## src/rtl/mem_port_arbiter_if.sv

```systemverilog
// Bus bundle for mem_port_arbiter: CPU requester, debug/loader requester and
// the memory side. Signal names carry the arbiter's point of view
// (i_ = into the arbiter, o_ = out of it).
//   slave  : the arbiter itself
//   master : the environment (requesters plus memory)
interface mem_port_arbiter_if #(
   parameter int ADDR_W = 8,
   parameter int DATA_W = 16
);
   // CPU fetch/exec port
   logic              i_cpu_req;
   logic              i_cpu_we;
   logic [ADDR_W-1:0] i_cpu_addr;
   logic [DATA_W-1:0] i_cpu_wdata;
   logic              o_cpu_gnt;
   logic              o_cpu_rvalid;
   logic [DATA_W-1:0] o_cpu_rdata;

   // debug / loader port
   logic              i_dbg_req;
   logic              i_dbg_we;
   logic [ADDR_W-1:0] i_dbg_addr;
   logic [DATA_W-1:0] i_dbg_wdata;
   logic              o_dbg_gnt;
   logic              o_dbg_rvalid;
   logic [DATA_W-1:0] o_dbg_rdata;

   // memory side
   logic              o_mem_rw;
   logic [ADDR_W-1:0] o_mem_addr;
   logic [DATA_W-1:0] o_mem_wdata;
   logic [DATA_W-1:0] i_mem_rdata;

   logic              o_busy;

   modport slave (
      input  i_cpu_req, i_cpu_we, i_cpu_addr, i_cpu_wdata,
      output o_cpu_gnt, o_cpu_rvalid, o_cpu_rdata,
      input  i_dbg_req, i_dbg_we, i_dbg_addr, i_dbg_wdata,
      output o_dbg_gnt, o_dbg_rvalid, o_dbg_rdata,
      output o_mem_rw, o_mem_addr, o_mem_wdata,
      input  i_mem_rdata,
      output o_busy
   );

   modport master (
      output i_cpu_req, i_cpu_we, i_cpu_addr, i_cpu_wdata,
      input  o_cpu_gnt, o_cpu_rvalid, o_cpu_rdata,
      output i_dbg_req, i_dbg_we, i_dbg_addr, i_dbg_wdata,
      input  o_dbg_gnt, o_dbg_rvalid, o_dbg_rdata,
      input  o_mem_rw, o_mem_addr, o_mem_wdata,
      output i_mem_rdata,
      input  o_busy
   );
endinterface

```

## src/rtl/mem_port_arbiter.sv

```systemverilog
// mem_port_arbiter: shares one synchronous memory between the CPU path and a
// debug/loader port. One access at a time, round-robin between the two
// requesters, read data returned with a one-cycle valid pulse. All outputs
// are registered.
// Optional feature: define DBG_LOCK_EN to add i_dbg_lock, which lets the
// debug port keep the memory for an exclusive burst.
module mem_port_arbiter #(
   parameter int ADDR_W  = 8,
   parameter int DATA_W  = 16,
   parameter int MEM_LAT = 1    // memory read latency, 1..4
) (
   input  logic i_clk,
   input  logic i_rst,
`ifdef DBG_LOCK_EN
   input  logic i_dbg_lock,
`endif
   mem_port_arbiter_if.slave io_bus
);

   typedef enum logic [1:0] {
      ST_IDLE   = 2'd0,
      ST_ACCESS = 2'd1,
      ST_WAIT   = 2'd2,
      ST_RETURN = 2'd3
   } state_t;

   // port index: 0 = CPU, 1 = DBG
   localparam logic OWN_CPU = 1'b0;
   localparam logic OWN_DBG = 1'b1;

   // WAIT counts down from here; reaching 0 marks the cycle read data is valid
   localparam logic [1:0] LAT_INIT = 2'(MEM_LAT - 1);

   state_t            r_state;
   logic [1:0]        r_cnt;
   logic              r_owner;
   logic              r_we;
   logic              r_last_winner;
   logic [1:0]        r_gnt;
   logic [1:0]        r_rvalid;
   logic              r_mem_rw;
   logic [ADDR_W-1:0] r_mem_addr;
   logic [DATA_W-1:0] r_mem_wdata;
   logic              r_busy;

   state_t            w_state_next;
   logic [1:0]        w_cnt_next;
   logic              w_owner_next;
   logic              w_we_next;
   logic              w_last_next;
   logic [1:0]        w_gnt_next;
   logic [1:0]        w_rvalid_next;
   logic [1:0]        w_cap;
   logic              w_mem_rw_next;
   logic [ADDR_W-1:0] w_mem_addr_next;
   logic [DATA_W-1:0] w_mem_wdata_next;

   logic              w_lock_held;
   logic              w_cpu_elig;
   logic              w_dbg_elig;
   logic              w_any;
   logic              w_pick;
   logic              w_sel_we;
   logic [ADDR_W-1:0] w_sel_addr;
   logic [DATA_W-1:0] w_sel_wdata;

`ifdef DBG_LOCK_EN
   // Set by a DBG grant, cleared by a CPU grant. Kept apart from
   // r_last_winner because that one resets to DBG to favour the CPU on the
   // first tie, whereas no lock may be in force before DBG was ever granted.
   logic r_dbg_granted;

   // remember whether the most recent grant went to the debug port
   always_ff @(posedge i_clk) begin
      if (i_rst) begin
         r_dbg_granted <= 1'b0;
      end else if (r_state == ST_IDLE && w_any) begin
         r_dbg_granted <= w_pick;
      end
   end

   assign w_lock_held = i_dbg_lock & r_dbg_granted;
`else
   assign w_lock_held = 1'b0;
`endif

   // Arbitration: a held lock masks the CPU; on a tie the port that did
   // not win last time is chosen.
   assign w_cpu_elig  = io_bus.i_cpu_req & ~w_lock_held;
   assign w_dbg_elig  = io_bus.i_dbg_req;
   assign w_any       = w_cpu_elig | w_dbg_elig;
   assign w_pick      = (w_cpu_elig & w_dbg_elig) ? ~r_last_winner : w_dbg_elig;
   assign w_sel_we    = w_pick ? io_bus.i_dbg_we    : io_bus.i_cpu_we;
   assign w_sel_addr  = w_pick ? io_bus.i_dbg_addr  : io_bus.i_cpu_addr;
   assign w_sel_wdata = w_pick ? io_bus.i_dbg_wdata : io_bus.i_cpu_wdata;

   // state register and registered outputs
   always_ff @(posedge i_clk) begin
      if (i_rst) begin
         r_state       <= ST_IDLE;
         r_cnt         <= '0;
         r_owner       <= OWN_CPU;
         r_we          <= 1'b0;
         r_last_winner <= OWN_DBG;
         r_gnt         <= '0;
         r_rvalid      <= '0;
         r_mem_rw      <= 1'b0;
         r_mem_addr    <= '0;
         r_mem_wdata   <= '0;
         r_busy        <= 1'b0;
      end else begin
         r_state       <= w_state_next;
         r_cnt         <= w_cnt_next;
         r_owner       <= w_owner_next;
         r_we          <= w_we_next;
         r_last_winner <= w_last_next;
         r_gnt         <= w_gnt_next;
         r_rvalid      <= w_rvalid_next;
         r_mem_rw      <= w_mem_rw_next;
         r_mem_addr    <= w_mem_addr_next;
         r_mem_wdata   <= w_mem_wdata_next;
         r_busy        <= (w_state_next != ST_IDLE);
      end
   end

   // Next-state and next-output logic. Outputs are computed for the state
   // being entered, so gnt/o_mem_* appear exactly in ACCESS and rvalid
   // exactly in RETURN.
   always_comb begin
      w_state_next     = r_state;
      w_cnt_next       = r_cnt;
      w_owner_next     = r_owner;
      w_we_next        = r_we;
      w_last_next      = r_last_winner;
      w_gnt_next       = '0;
      w_rvalid_next    = '0;
      w_cap            = '0;
      w_mem_rw_next    = 1'b0;
      w_mem_addr_next  = r_mem_addr;
      w_mem_wdata_next = r_mem_wdata;

      case (r_state)
         ST_IDLE: begin
            if (w_any) begin
               w_state_next       = ST_ACCESS;
               w_owner_next       = w_pick;
               w_last_next        = w_pick;
               w_we_next          = w_sel_we;
               w_gnt_next[w_pick] = 1'b1;
               w_mem_rw_next      = w_sel_we;
               w_mem_addr_next    = w_sel_addr;
               w_mem_wdata_next   = w_sel_wdata;
            end
         end
         ST_ACCESS: begin
            if (r_we) begin
               w_state_next = ST_IDLE;
            end else begin
               w_state_next = ST_WAIT;
               w_cnt_next   = LAT_INIT;
            end
         end
         ST_WAIT: begin
            if (r_cnt != 2'd0) begin
               w_cnt_next = r_cnt - 2'd1;
            end else begin
               w_cap[r_owner]         = 1'b1;
               w_rvalid_next[r_owner] = 1'b1;
               w_state_next           = ST_RETURN;
            end
         end
         ST_RETURN: begin
            w_state_next = ST_IDLE;
         end
         default: begin
            w_state_next = ST_IDLE;
         end
      endcase
   end

   // Per-port read data holding registers: only the owner's copy is loaded,
   // the other port's data stays as it was.
   genvar gi;
   generate
      for (gi = 0; gi < 2; gi++) begin : g_port
         logic [DATA_W-1:0] r_rdata;

         // capture memory data for this port when its read completes
         always_ff @(posedge i_clk) begin
            if (i_rst) begin
               r_rdata <= '0;
            end else if (w_cap[gi]) begin
               r_rdata <= io_bus.i_mem_rdata;
            end
         end
      end
   endgenerate

   assign io_bus.o_cpu_gnt    = r_gnt[OWN_CPU];
   assign io_bus.o_dbg_gnt    = r_gnt[OWN_DBG];
   assign io_bus.o_cpu_rvalid = r_rvalid[OWN_CPU];
   assign io_bus.o_dbg_rvalid = r_rvalid[OWN_DBG];
   assign io_bus.o_cpu_rdata  = g_port[0].r_rdata;
   assign io_bus.o_dbg_rdata  = g_port[1].r_rdata;
   assign io_bus.o_mem_rw     = r_mem_rw;
   assign io_bus.o_mem_addr   = r_mem_addr;
   assign io_bus.o_mem_wdata  = r_mem_wdata;
   assign io_bus.o_busy       = r_busy;

endmodule

```

## src/flat_wrapper.sv

```systemverilog
// flat-port wrapper written by rule: the top's interface ports become plain ports
module mem_port_arbiter_flat 
#(
   parameter int ADDR_W  = 8,
   parameter int DATA_W  = 16,
   parameter int MEM_LAT = 1                                
)
  (i_clk, i_rst, io_bus_i_cpu_req, io_bus_i_cpu_we, io_bus_i_cpu_addr, io_bus_i_cpu_wdata, io_bus_o_cpu_gnt, io_bus_o_cpu_rvalid, io_bus_o_cpu_rdata, io_bus_i_dbg_req, io_bus_i_dbg_we, io_bus_i_dbg_addr, io_bus_i_dbg_wdata, io_bus_o_dbg_gnt, io_bus_o_dbg_rvalid, io_bus_o_dbg_rdata, io_bus_o_mem_rw, io_bus_o_mem_addr, io_bus_o_mem_wdata, io_bus_i_mem_rdata, io_bus_o_busy);
  mem_port_arbiter_if #(.ADDR_W(ADDR_W), .DATA_W(DATA_W)) io_bus_i ();
  input  logic i_clk;
  input  logic i_rst;
  input wire logic [$bits(io_bus_i.i_cpu_req)-1:0] io_bus_i_cpu_req;
  input wire logic [$bits(io_bus_i.i_cpu_we)-1:0] io_bus_i_cpu_we;
  input wire logic [$bits(io_bus_i.i_cpu_addr)-1:0] io_bus_i_cpu_addr;
  input wire logic [$bits(io_bus_i.i_cpu_wdata)-1:0] io_bus_i_cpu_wdata;
  output wire logic [$bits(io_bus_i.o_cpu_gnt)-1:0] io_bus_o_cpu_gnt;
  output wire logic [$bits(io_bus_i.o_cpu_rvalid)-1:0] io_bus_o_cpu_rvalid;
  output wire logic [$bits(io_bus_i.o_cpu_rdata)-1:0] io_bus_o_cpu_rdata;
  input wire logic [$bits(io_bus_i.i_dbg_req)-1:0] io_bus_i_dbg_req;
  input wire logic [$bits(io_bus_i.i_dbg_we)-1:0] io_bus_i_dbg_we;
  input wire logic [$bits(io_bus_i.i_dbg_addr)-1:0] io_bus_i_dbg_addr;
  input wire logic [$bits(io_bus_i.i_dbg_wdata)-1:0] io_bus_i_dbg_wdata;
  output wire logic [$bits(io_bus_i.o_dbg_gnt)-1:0] io_bus_o_dbg_gnt;
  output wire logic [$bits(io_bus_i.o_dbg_rvalid)-1:0] io_bus_o_dbg_rvalid;
  output wire logic [$bits(io_bus_i.o_dbg_rdata)-1:0] io_bus_o_dbg_rdata;
  output wire logic [$bits(io_bus_i.o_mem_rw)-1:0] io_bus_o_mem_rw;
  output wire logic [$bits(io_bus_i.o_mem_addr)-1:0] io_bus_o_mem_addr;
  output wire logic [$bits(io_bus_i.o_mem_wdata)-1:0] io_bus_o_mem_wdata;
  input wire logic [$bits(io_bus_i.i_mem_rdata)-1:0] io_bus_i_mem_rdata;
  output wire logic [$bits(io_bus_i.o_busy)-1:0] io_bus_o_busy;
  assign io_bus_i.i_cpu_req = io_bus_i_cpu_req;
  assign io_bus_i.i_cpu_we = io_bus_i_cpu_we;
  assign io_bus_i.i_cpu_addr = io_bus_i_cpu_addr;
  assign io_bus_i.i_cpu_wdata = io_bus_i_cpu_wdata;
  assign io_bus_o_cpu_gnt = io_bus_i.o_cpu_gnt;
  assign io_bus_o_cpu_rvalid = io_bus_i.o_cpu_rvalid;
  assign io_bus_o_cpu_rdata = io_bus_i.o_cpu_rdata;
  assign io_bus_i.i_dbg_req = io_bus_i_dbg_req;
  assign io_bus_i.i_dbg_we = io_bus_i_dbg_we;
  assign io_bus_i.i_dbg_addr = io_bus_i_dbg_addr;
  assign io_bus_i.i_dbg_wdata = io_bus_i_dbg_wdata;
  assign io_bus_o_dbg_gnt = io_bus_i.o_dbg_gnt;
  assign io_bus_o_dbg_rvalid = io_bus_i.o_dbg_rvalid;
  assign io_bus_o_dbg_rdata = io_bus_i.o_dbg_rdata;
  assign io_bus_o_mem_rw = io_bus_i.o_mem_rw;
  assign io_bus_o_mem_addr = io_bus_i.o_mem_addr;
  assign io_bus_o_mem_wdata = io_bus_i.o_mem_wdata;
  assign io_bus_i.i_mem_rdata = io_bus_i_mem_rdata;
  assign io_bus_o_busy = io_bus_i.o_busy;
  mem_port_arbiter #(.ADDR_W(ADDR_W), .DATA_W(DATA_W), .MEM_LAT(MEM_LAT)) u_core (.i_clk(i_clk), .i_rst(i_rst), .io_bus(io_bus_i));
endmodule
```

## config.mk

```make
export PLATFORM = sky130hd
export DESIGN_NAME = mem_port_arbiter_flat
export DESIGN_NICKNAME = d
export VERILOG_FILES = /design/src/rtl/mem_port_arbiter_if.sv /design/src/rtl/mem_port_arbiter.sv /design/src/flat_wrapper.sv
export SDC_FILE = /design/constraint.sdc
export NUM_CORES = 1
export LEC_CHECK = 0
export ABC_AREA = 1
export BUFFER_PORTS_ARGS = -buffer_cell sky130_fd_sc_hd__buf_2
export CAP_MARGIN = 10
export CORE_MARGIN = 5
export CORE_UTILIZATION = 42
export DETAILED_ROUTE_END_ITERATION = 7
export GPL_TIMING_DRIVEN = 0
export PLACE_DENSITY = 0.87
export SKIP_CTS_REPAIR_TIMING = 1
export SYNTH_ARGS = -nofsm -noshare
export SYNTH_HDL_FRONTEND = slang
export SYNTH_SLANG_ARGS = --single-unit
```

## constraint.sdc

```tcl
create_clock -name i_clk -period 1.4 [get_ports i_clk]
set_input_delay 0.28 -clock i_clk [delete_from_list [all_inputs] [get_ports i_clk]]
set_output_delay 0.28 -clock i_clk [all_outputs]
set_load 0.005 [all_outputs]
```

Yosys cells after proc, flatten, opt, wreduce, memory -nomap -nowiden

Index checks and enable logic that the tools add are counted.

Bitwise gates (word level): 5
Eq/ne operators: 5
Add/subtract/negate cells: 1
Magnitude comparators: 4
Multiplexer cells: 17
Reductions and logical operators: 9

Operator list:

| operator                                                 | number |
|---|---|
| 2-to-1 mux 16 bit                                        | 1 |
| 2-to-1 mux 2 bit                                         | 7 |
| 2-to-1 mux 8 bit                                         | 1 |
| one-hot mux 2 bit (4 select lines)                       | 1 |
| nonzero test 2 bit                                       | 3 |
| == test 2 bit, second input constant                     | 2 |
| < comparator 1 x 2 -> 1 bit, second input constant       | 2 |
| 2-to-1 mux 1 bit                                         | 4 |
| one-hot mux 2 bit (2 select lines)                       | 1 |
| NOT 1 bit                                                | 3 |
| AND reduction 3 bit                                      | 1 |
| OR reduction 3 bit                                       | 1 |
| demux 1 bit (select 1 bit)                               | 2 |
| == test 2 x 1 -> 1 bit, second input constant            | 1 |
| greater-or-equal comparator 1 bit, second input constant | 2 |
| logical AND 1 bit                                        | 2 |
| zero test 2 bit                                          | 1 |
| != test 2 x 1 -> 1 bit, second input constant            | 1 |
| != test 2 bit, second input constant                     | 1 |
| AND reduction 2 bit                                      | 1 |
| subtractor 2 x 1 -> 2 bit, second input constant         | 1 |
| bitwise AND 1 bit                                        | 1 |
| OR 1 bit                                                 | 1 |

Register bits after elaboration: 69
Logic and storage cells: 54
Output and inout port bits: 62
Input port bits: 70

Longest topological paths before layout

Gate-level depths: netlist of run 1.

Depth in word-level cells: 6
Gate-level depth with buffers: 8
Depth with buffers taken out: 7

Worst setup path after synthesis of run 1

No wires, ideal clock.

Kind: register -> register
Start point: register u_core.r_cnt[0]
End point: register u_core.g_port[0].r_rdata[12], in the netlist u_core.io_bus.o_cpu_rdata[12]
Stages on the path, launching flop included: 9
Path slack: 0.079 ns
Data arrival time: 1.188 ns
Required time: 1.268 ns
Period minus slack after synthesis: 1.321 ns
Path buffers: 1
Path through: dfxtp_1 inv_1 ha_1 inv_1 nor2_2 nand2_2 buf_6 nand2_1 a21oi_1

Longest elaborated chain between the ends: 3

RTL lines:

| element                | RTL line                | source |
|---|---|---|
| start, declared        | mem_port_arbiter.sv:35  | `logic [1:0] r_cnt;` |
| start signal, assigned | mem_port_arbiter.sv:113 | `r_cnt <= w_cnt_next;` |
| nonzero test 2 bit     | mem_port_arbiter.sv:164 | `if (r_cnt != 2'd0) begin` |
| 2-to-1 mux 2 bit       | mem_port_arbiter.sv:164 |  |
| 2-to-1 mux 2 bit       | mem_port_arbiter.sv:142 | `case (r_state)` |
| end signal, assigned   | mem_port_arbiter.sv:193 | `r_rdata <= io_bus.i_mem_rdata;` |
| end, declared          | mem_port_arbiter.sv:186 | `logic [DATA_W-1:0] r_rdata;` |

No other way between the ends.
A chain may end at the register's enable or synchronous reset.

Final worst setup path of run 1

Start point: register u_core.r_cnt[0]
End point: register u_core.g_port[1].r_rdata[4], in the netlist u_core.io_bus.o_dbg_rdata[4]

Longest elaborated chain between the ends: 3

RTL lines:

| element              | RTL line |
|---|---|
| nonzero test 2 bit   | mem_port_arbiter.sv:164 |
| 2-to-1 mux 2 bit     | mem_port_arbiter.sv:164 |
| 2-to-1 mux 2 bit     | mem_port_arbiter.sv:142 |
| end signal, assigned | mem_port_arbiter.sv:193 |
| end, declared        | mem_port_arbiter.sv:186 |

No other way between the ends.

==> flow_metrics.tcl, run 1 <==
set metrics [dict create \
    synth_nets 488 \
    dr_total_vias 3202 \
    cts_tree "done" \
    root_buffer "clkbuf_8" \
    synth_seq_cells 69 \
    drt_first_pass_iters 5 \
    multi_input_area_um2 1270 \
    min_path_type "input port to register" \
    max-cap-violations 0 \
    die_y_um 93.2 \
    core_um2 6760 \
    critical_path_arrival_ns 1.58 \
    dpl-instance-area_um2 3660 \
    hold-path-cell-count 3 \
    grt-ovfl-total 0 \
    clkSinkCount 69 \
    routed_wl_um 8480 \
    critPathSlowestCell "dfxtp_1" \
    antenna_found_initial 0 \
    max_freq_mhz 734 \
    period_needed_ns 1.36 \
    ir_drop_mv 0.788 \
    syn_area_per_cell_um2 6.97 \
    worstPathRequired_ns 1.61 \
    crit_type "register to register" \
    synth_ff_type "dfxtp_1" \
    grt_pass1_vias 3090 \
    drive_gt1_frac 0.333 \
    ys_seq_area_frac 0.475 \
    synthCells 417 \
    insertion_delay_ns 0.34 \
    synth_edf_count 0 \
    wl_per_cell_um 13.0 \
    grt_max_degree 15 \
    ys_top_cells_by_area "dfxtp_1, nand2_1, nor2_1, nand3_1, a21oi_1" \
    synth_common_cells "nand2_1, nor2_1, dfxtp_1" \
    path_cells "inv_2 -> ha_4 -> nand2_2 -> clkinvlp_4 -> buf_4 -> buf_4 -> nand3_1 -> a21oi_1" \
    cts_max_level 3 \
    path_max_fanout 4 \
    crit-reg2reg-launch "u_core.r_cnt[0]" \
    fin_nets 640 \
    n_fill_cell 662 \
    grt_pass1_wl_um 13700 \
    path_common_cell "buf_4" \
    yosysTopAreaCell "dfxtp_1" \
    status "finished clean" \
    period_share 0.973 \
    power.leakage_nw 2.06 \
    place_hpwl_um 6190 \
    yosys_warnings 0 \
    critPathMaxStageDelay_ns 0.35 \
    tightestPinTransition_ns 0.528 \
    setup-violations-final 0 \
    diodes 0 \
    areaGrowthSynthToFinish_pct 37.8 \
    relSlewSlack 0.644 \
    hold_violations 0 \
    die_w_um 93.2 \
    routed_via_density 4.90 \
    drtIter0Drc 135 \
    synth.most_common_cell "nand2_1" \
    cts.path.max_buffers 2 \
    rows 30 \
    p_total_mw 5.32 \
    synth_top_area_frac 0.475 \
    gp_congestion 0.881 \
    synth_area_um2 2910 \
    skew_ns 0.00573 \
    track_usage 0.196 \
    regArea_um2 1380 \
    die_area_um2 8680 \
    postLayoutCellArea_um2 4010 \
    initial_core_util 0.430 \
    slew_viol_final 0 \
    cp-startpoint "u_core.r_cnt[0]" \
    synthArstFlopShare 0 \
    start_kind "register" \
    p_per_area_nw_per_um2 1330 \
    port_buffers 130 \
    timing.critical_path.to_type "register" \
    route.detailed.drc 0 \
    ys_types 18 \
    r2r_cells 8 \
    cts_inserted_buffers 9 \
    drtAntennaViolNets 0 \
    clk_pin_slew_ns 0.08 \
    hp-start "io_bus_i_mem_rdata[3]" \
    num_io_pins 132 \
]
-- sequential cells by signal, summed over array words and instances, names as in the netlist --
name and cells:
u_core.r_cnt 2, u_core.io_bus.o_dbg_rdata 16, u_core.r_owner 1, u_core.r_we 1, u_core.r_last_winner 1, u_core.io_bus.o_cpu_rdata 16, u_core.r_gnt 2, u_core.io_bus.o_mem_addr 8
u_core.r_rvalid 2, u_core.r_state 2, u_core.io_bus.o_busy 1, u_core.io_bus.o_mem_wdata 16, u_core.io_bus.o_mem_rw 1
-- critical path: cells and delay by family (launching register included) --
| family | cells | cell delay (ns) |
|---|---|---|
| adders and majority gates | 1 | 0.16 |
| DFF | 1 | 0.35 |
| AOI/OAI and AO/OA | 1 | 0.07 |
| buffers and inverters | 4 | 0.48 |
| and+or+nand+nor | 2 | 0.18 |
-- metal layers --
| layer | share of wire | wire, um | GRT usage |
|---|---|---|---|
| met5 | 0 | 0 | 0 |
| met1 | 0.41 | 3520 | 0.234 |
| met2 | 0.47 | 3970 | 0.319 |
| met3 | 0.096 | 816 | 0.0595 |
| met4 | 0.021 | 178 | 0.0952 |
-- power by group --
part | internal (mW) | total [mW] | leakage (nW) | switching [mW]
sequential | 2.17 | 2.29 | 0.565 | 0.119
clock | 0.849 | 1.67 | 0.102 | 0.822
combinational | 0.587 | 1.35 | 1.39 | 0.766
-- layout make-up --
type | instances | area share
Timing Repair Buffer | 141 | 0.186
Sequential cell | 69 | 0.345
Inverter | 38 | 0.0366
Clock buffer | 9 | 0.0309
Clock inverter | 7 | 0.0209
Buffer | 25 | 0.0400
Tap cell | 80 | 0.0250
Multi-Input combinational cell | 285 | 0.316
-- path summary, 6_finish.rpt --
path | to | slack, ns
max | u_core.io_bus.o_dbg_rdata[4] | 0.04
min | u_core.io_bus.o_dbg_rdata[3] | 0.21
max reg2reg | u_core.io_bus.o_dbg_rdata[4] | 0.04
min reg2reg | u_core.io_bus.o_dbg_rdata[12] | 0.46
-- cells by family (layout without fill, tap and decap cells) --
logic type / count (synthesis) / count (layout) / share of synthesized area
compound gates: 64 / 64 / 0.111
buf+inv: 63 / 220 / 0.101
fa+ha+maj: 1 / 1 / 0.00430
flops: 69 / 69 / 0.475
simple gates: 220 / 220 / 0.309
-- per-stage QoR --
step                      std cells   util  worst slack (ns)  hold WS, ns  setup TNS, ns
after global placement          627  0.541           -0.0855        0.443          -1.44
after global routing            654  0.593           -0.0316        0.198         -0.189
after floorplan                 417      -            0.0793        0.429              0
after CTS                       643  0.572            -0.158        0.194          -3.18
final                           654  0.593            0.0372        0.212              0
after detailed placement        627  0.541            -0.135        0.449          -2.43
-- cell usage in the layout (no fill, tap or decap), types with 6 or more instances in the layout --
cell      netlist  final
clkbuf_8        0      9
a21oi_1        36     35
buf_4           1      9
inv_1          34     32
clkbuf_1        7      6
nor2_1         79     79
buf_6           5      6
dfxtp_1        69     69
buf_2          12    141
o21ai_0        27     27
nand2_1        97     96
nand3_1        38     38
Note: power is estimated with default switching activity, not from simulation.
==> run 2, diff against run 1 <==
--- a/config.mk
+++ b/config.mk
@@ -8,6 +8,7 @@
 export ABC_AREA = 1
 export BUFFER_PORTS_ARGS = -buffer_cell sky130_fd_sc_hd__buf_2
 export CAP_MARGIN = 10
+export CORE_ASPECT_RATIO = 1.1
 export CORE_MARGIN = 5
 export CORE_UTILIZATION = 42
 export DETAILED_ROUTE_END_ITERATION = 7
==> run 2 against run 1 <==
  * Critical path depth unchanged
  * Die area about the same
  * Sequential share of layout area down 0.14 points
  * Combinational power about the same
  * Largest cell class unchanged
  * Final area up 0.59%
  * Final cell count up 0.46%
==> flow_metrics.tcl, run 2 (synthesis gave the netlist of run 1 again) <==
set metrics [dict create \
    status "finished clean" \
    cp-startpoint "u_core.r_cnt[0]" \
    root_buffer "clkbuf_8" \
    wl_per_cell_um 12.6 \
    p_per_area_nw_per_um2 1320 \
    grt_pass1_wl_um 12900 \
    die_y_um 97.3 \
    clkSinkCount 69 \
    n_fill_cell 586 \
    num_io_pins 132 \
    dr_total_vias 3201 \
    diodes 0 \
    drtIter0Drc 117 \
    final_cell_mix "buf_2, nand2_1, nor2_1" \
    route.detailed.drc 0 \
    min_path_type "input port to register" \
    cts_tree "done" \
    cts.path.max_buffers 2 \
    gp_congestion 0.866 \
    max-cap-violations 0 \
    fin_util 0.604 \
    routed_wl_um 8270 \
    routed_via_density 4.87 \
    tightestPinTransition_ns 0.538 \
    crit-reg2reg-launch "u_core.r_cnt[0]" \
    port_buffers 130 \
    reg2reg_slack_ns 0.03 \
    worst_hold_slack_ns 0.212 \
    slew_viol_final 0 \
    grt_max_degree 15 \
    power.leakage_nw 2.07 \
    place_hpwl_um 6030 \
    die_area_um2 8690 \
    place_inst 629 \
    worstPathRequired_ns 1.67 \
    critical_path_arrival_ns 1.64 \
    drtAntennaViolNets 0 \
    relSlewSlack 0.638 \
    fin_nets 641 \
    final_common_cell "buf_2" \
    drive_gt1_frac 0.339 \
    drt_first_pass_iters 4 \
    r2r_cells 8 \
    grt_pass1_vias 2963 \
    timing.critical_path.to_type "register" \
    postLayoutCellArea_um2 4030 \
    antenna_found_initial 0 \
    start_kind "register" \
    track_usage 0.184 \
    areaGrowthSynthToFinish_pct 38.6 \
    skew_ns 0.0101 \
    clk_pin_slew_ns 0.09 \
    period_needed_ns 1.37 \
    rsz0062_at_grt "yes" \
    core_um2 6670 \
    crit_type "register to register" \
    grt-ovfl-total 0 \
    setup-violations-final 0 \
    cts_max_level 3 \
    path_max_fanout 10 \
    worstReg2RegEnd "u_core.io_bus.o_dbg_rdata[12]" \
    crit_end "u_core.io_bus.o_dbg_rdata[12]" \
    cts_inserted_buffers 9 \
    die_w_um 89.3 \
    initial_core_util 0.436 \
    p_total_mw 5.32 \
    dpl-instance-area_um2 3660 \
    ir_drop_mv 0.698 \
    hold_violations 0 \
    insertion_delay_ns 0.34 \
    max_freq_mhz 730 \
    final_cells 657 \
    period_share 0.978 \
    rows 31 \
]
## run 2: per-stage QoR
step	setup WS, ns	TNS, ns
3_3_place_gp	-0.109	-1.72
3_5_place_dp	-0.141	-2.37
5_1_grt	-0.0892	-0.292
2_1_floorplan	0.0793	0
4_1_cts	-0.178	-2.73
6_report	0.0301	0
## run 2: worst min path at each step
stage	start	end	slack, ns	depth (start not counted)
finish	io_bus_i_mem_rdata[5]	u_core.io_bus.o_dbg_rdata[5]	0.21	3
global route	io_bus_i_mem_rdata[5]	u_core.io_bus.o_dbg_rdata[5]	0.20	3
CTS	io_bus_i_mem_rdata[12]	u_core.io_bus.o_dbg_rdata[12]	0.20	3
detailed placement	u_core.io_bus.o_dbg_rdata[13]	u_core.io_bus.o_dbg_rdata[13]	0.45	2
global placement	u_core.r_last_winner	u_core.r_last_winner	0.44	2
floorplan	u_core.r_last_winner	u_core.r_last_winner	0.43	2
## run 2: report_power, final
part / internal, mW / switching, mW
Sequential: 2.18 / 0.117
Combinational: 0.599 / 0.769
Clock: 0.844 / 0.812
Total: 3.62 / 1.70
## run 2: worst max-delay path, stage by stage, from the launching register on
cell and delay [ns]:
dfxtp_2 0.34, inv_2 0.05, ha_4 0.16, nand2_2 0.08, clkinvlp_4 0.16, nand2_4 0.12, buf_6 0.14, nand2_1 0.08
a21oi_1 0.16
## run 2: layout make-up
type | count | area (um2) | share of cell area
sequential | 69 | 1380 | 0.343
buffer | 25 | 168 | 0.0416
timing repair buffer | 142 | 759 | 0.189
clock buffer | 9 | 124 | 0.0307
inverter | 38 | 146 | 0.0363
tap | 82 | 103 | 0.0255
clock inverter | 7 | 80.1 | 0.0199
multi-input combinational | 285 | 1260 | 0.314
## run 2: per-layer routing
metal | global-route usage | wire length (um)
met5 | 0 | 0
met4 | 0.0733 | 203
met3 | 0.0611 | 892
met2 | 0.286 | 3800
met1 | 0.231 | 3370
==> run 3, diff against run 2 <==
--- a/config.mk
+++ b/config.mk
@@ -10,10 +10,10 @@
 export CAP_MARGIN = 10
 export CORE_ASPECT_RATIO = 1.1
 export CORE_MARGIN = 5
-export CORE_UTILIZATION = 42
+export CORE_UTILIZATION = 50
 export DETAILED_ROUTE_END_ITERATION = 7
 export GPL_TIMING_DRIVEN = 0
-export PLACE_DENSITY = 0.87
+export PLACE_DENSITY = 0.84
 export SKIP_CTS_REPAIR_TIMING = 1
 export SYNTH_ARGS = -nofsm -noshare
 export SYNTH_HDL_FRONTEND = slang
==> constraint.sdc (replaced) <==
create_clock -name i_clk -period 1.6 [get_ports i_clk]
set_input_delay 0.32 -clock i_clk [delete_from_list [all_inputs] [get_ports i_clk]]
set_output_delay 0.32 -clock i_clk [all_outputs]
set_load 0.005 [all_outputs]
==> run 3 against run 2 <==
  * Die area shrank 14%
  * Final cell count shrank 2.3%
  * Sequential share of layout area grew 0.79 points
  * Fmax shrank 3.0%
  * Register-to-register slack gained 0.16 ns
  * Sequential power shrank 13%
  * Global-route usage grew 3.4 points
  * Clock skew grew 0.0019 ns
  * Clock-buffer cell count grew 2
  * Largest power group unchanged
==> flow_metrics.tcl, run 3 (synthesis gave the netlist of run 1 again) <==
set metrics [dict create \
    status "finished clean" \
    ir_drop_mv 0.830 \
    start_kind "register" \
    path_max_fanout 10 \
    die_w_um 82.7 \
    grt_pass1_vias 3135 \
    p_seq_frac 0.415 \
    crit-reg2reg-launch "u_core.r_cnt[0]" \
    worstPathRequired_ns 1.81 \
    hp-start "io_bus_i_mem_rdata[8]" \
    crit_type "register to register" \
    cts_inserted_buffers 9 \
    diodes 0 \
    cts_tree "done" \
    grt_pass1_wl_um 13000 \
    num_io_pins 132 \
    period_needed_ns 1.41 \
    hold_end "u_core.io_bus.o_dbg_rdata[8]" \
    routed_wl_um 7960 \
    r2r_cells 8 \
    p_per_area_nw_per_um2 1230 \
    setup-violations-final 0 \
    track_usage 0.218 \
    die_y_um 90.0 \
    dr_total_vias 3199 \
    timing.critical_path.to_type "register" \
    min_path_type "input port to register" \
    critPathSlowestCell "dfxtp_1" \
    route.detailed.drc 0 \
    rsz0062_at_grt "no" \
    initial_core_util 0.510 \
    drive_gt1_frac 0.310 \
    cts_max_level 3 \
    tightestPinTransition_ns 0.543 \
    max-cap-violations 0 \
    final_common_cell "buf_2" \
    drtAntennaViolNets 0 \
    die_area_um2 7440 \
    insertion_delay_ns 0.35 \
    cp-startpoint "u_core.r_cnt[0]" \
    period_share 0.882 \
    fin_nets 631 \
    slew_viol_final 0 \
    drt_first_pass_iters 5 \
    core_um2 5700 \
    antenna_found_initial 0 \
    routed_via_density 4.98 \
    cts.path.max_buffers 2 \
    finalWorstSetupSlack_ns 0.188 \
    relSlewSlack 0.634 \
    clkSinkCount 69 \
    root_buffer "clkbuf_8" \
    path_common_cell "inv_1" \
    n_fill_cell 486 \
    worst-path-buf-inv 3 \
    pwr-share-clk 0.361 \
    critical_path_arrival_ns 1.62 \
    skew_ns 0.0120 \
    switching_share 0.287 \
    p_total_mw 4.82 \
    p_switching_mw 1.39 \
    areaGrowthSynthToFinish_pct 35.3 \
    place_hpwl_um 6030 \
    final_cell_mix "buf_2, nand2_1, nor2_1" \
    hold-path-cell-count 3 \
    max_freq_mhz 708 \
    grt-ovfl-total 0 \
    pre_cts_slack_ns 0.0415 \
    worstReg2RegEnd "u_core.io_bus.o_cpu_rdata[1]" \
    reg2reg_slack_ns 0.19 \
    gp_congestion 0.801 \
    power.leakage_nw 2.03 \
    clk_pin_slew_ns 0.08 \
    drtIter0Drc 137 \
    port_buffers 130 \
    combPwrFrac 0.224 \
    path_cells "inv_1 -> ha_1 -> inv_1 -> nor2_4 -> nand2_2 -> buf_6 -> nand2_1 -> a21oi_1" \
    p_int_mw 3.44 \
    rows 29 \
    wl_per_cell_um 12.4 \
    critPathMaxStageDelay_ns 0.31 \
    cp_top_family "simple AND/OR/NAND/NOR gates" \
    grt_max_degree 13 \
    fin_tns_setup_ns 0 \
    hold_violations 0 \
]
run 3: changes by cell type in the layout (fill, tap and decap cells not counted), sizes merged:
cell	previous run	this run
inv	40	37
clkinvlp	3	1
buf	158	150
clkinv	1	2
bufinv	1	3
run 3: through the flow:
stage               cell area, um2  instances  hold WS (ns)  utilization
finish                        3930        642         0.256        0.690
CTS                           3900        640         0.247        0.685
detailed placement            3650        624         0.451        0.641
global route                  3930        642         0.249        0.690
floorplan                     2910        417         0.429            -
global placement              3650        624         0.442        0.641
run 3: cell type report:
class                           instances  area [um2]  share of cell area
Multi-Input combinational cell        285        1240               0.316
Buffer                                 25         150              0.0382
Tap cell                               77        96.3              0.0245
Clock buffer                           11         141              0.0360
Inverter                               38         146              0.0372
Sequential cell                        69        1380               0.351
Timing Repair Buffer                  132         666               0.169
Clock inverter                          5         108              0.0274
run 3: power groups by stage:
stage          sequential [mW]  combinational (mW)  clock (mW)
6_report                  2.00                1.08        1.74
4_1_cts                   2.00                1.06        1.76
5_1_grt                   2.02                1.23        1.84
3_5_place_dp              2.03                1.06           0
3_3_place_gp              2.03                1.03           0
2_1_floorplan             2.04               0.633           0
run 3: worst reg2reg max path: cells and delay by family (launching register included):
family / cells / cell delay (ns)
AOI/OAI and AO/OA: 1 / 0.06
adders and majority gates: 1 / 0.19
buffers and inverters: 3 / 0.35
DFF: 1 / 0.31
and+or+nand+nor: 3 / 0.36
run 3: routing by layer:
| layer | routed length [um] | global-route usage | share of wire |
|---|---|---|---|
| met1 | 3160 | 0.249 | 0.40 |
| met2 | 3740 | 0.357 | 0.47 |
| met3 | 878 | 0.0680 | 0.11 |
| met4 | 182 | 0.114 | 0.023 |
| met5 | 0 | 0 | 0 |
run 3: how the worst max path moves through the flow:
stage	end	slack, ns	depth (start not counted)
2_1_floorplan	u_core.io_bus.o_cpu_rdata[12]	0.28	8
3_3_place_gp	u_core.io_bus.o_cpu_rdata[15]	0.10	8
3_5_place_dp	u_core.io_bus.o_cpu_rdata[15]	0.04	8
4_1_cts	u_core.io_bus.o_cpu_rdata[1]	0.03	8
5_1_grt	u_core.io_bus.o_cpu_rdata[13]	0.05	8
6_report	u_core.io_bus.o_cpu_rdata[1]	0.19	8
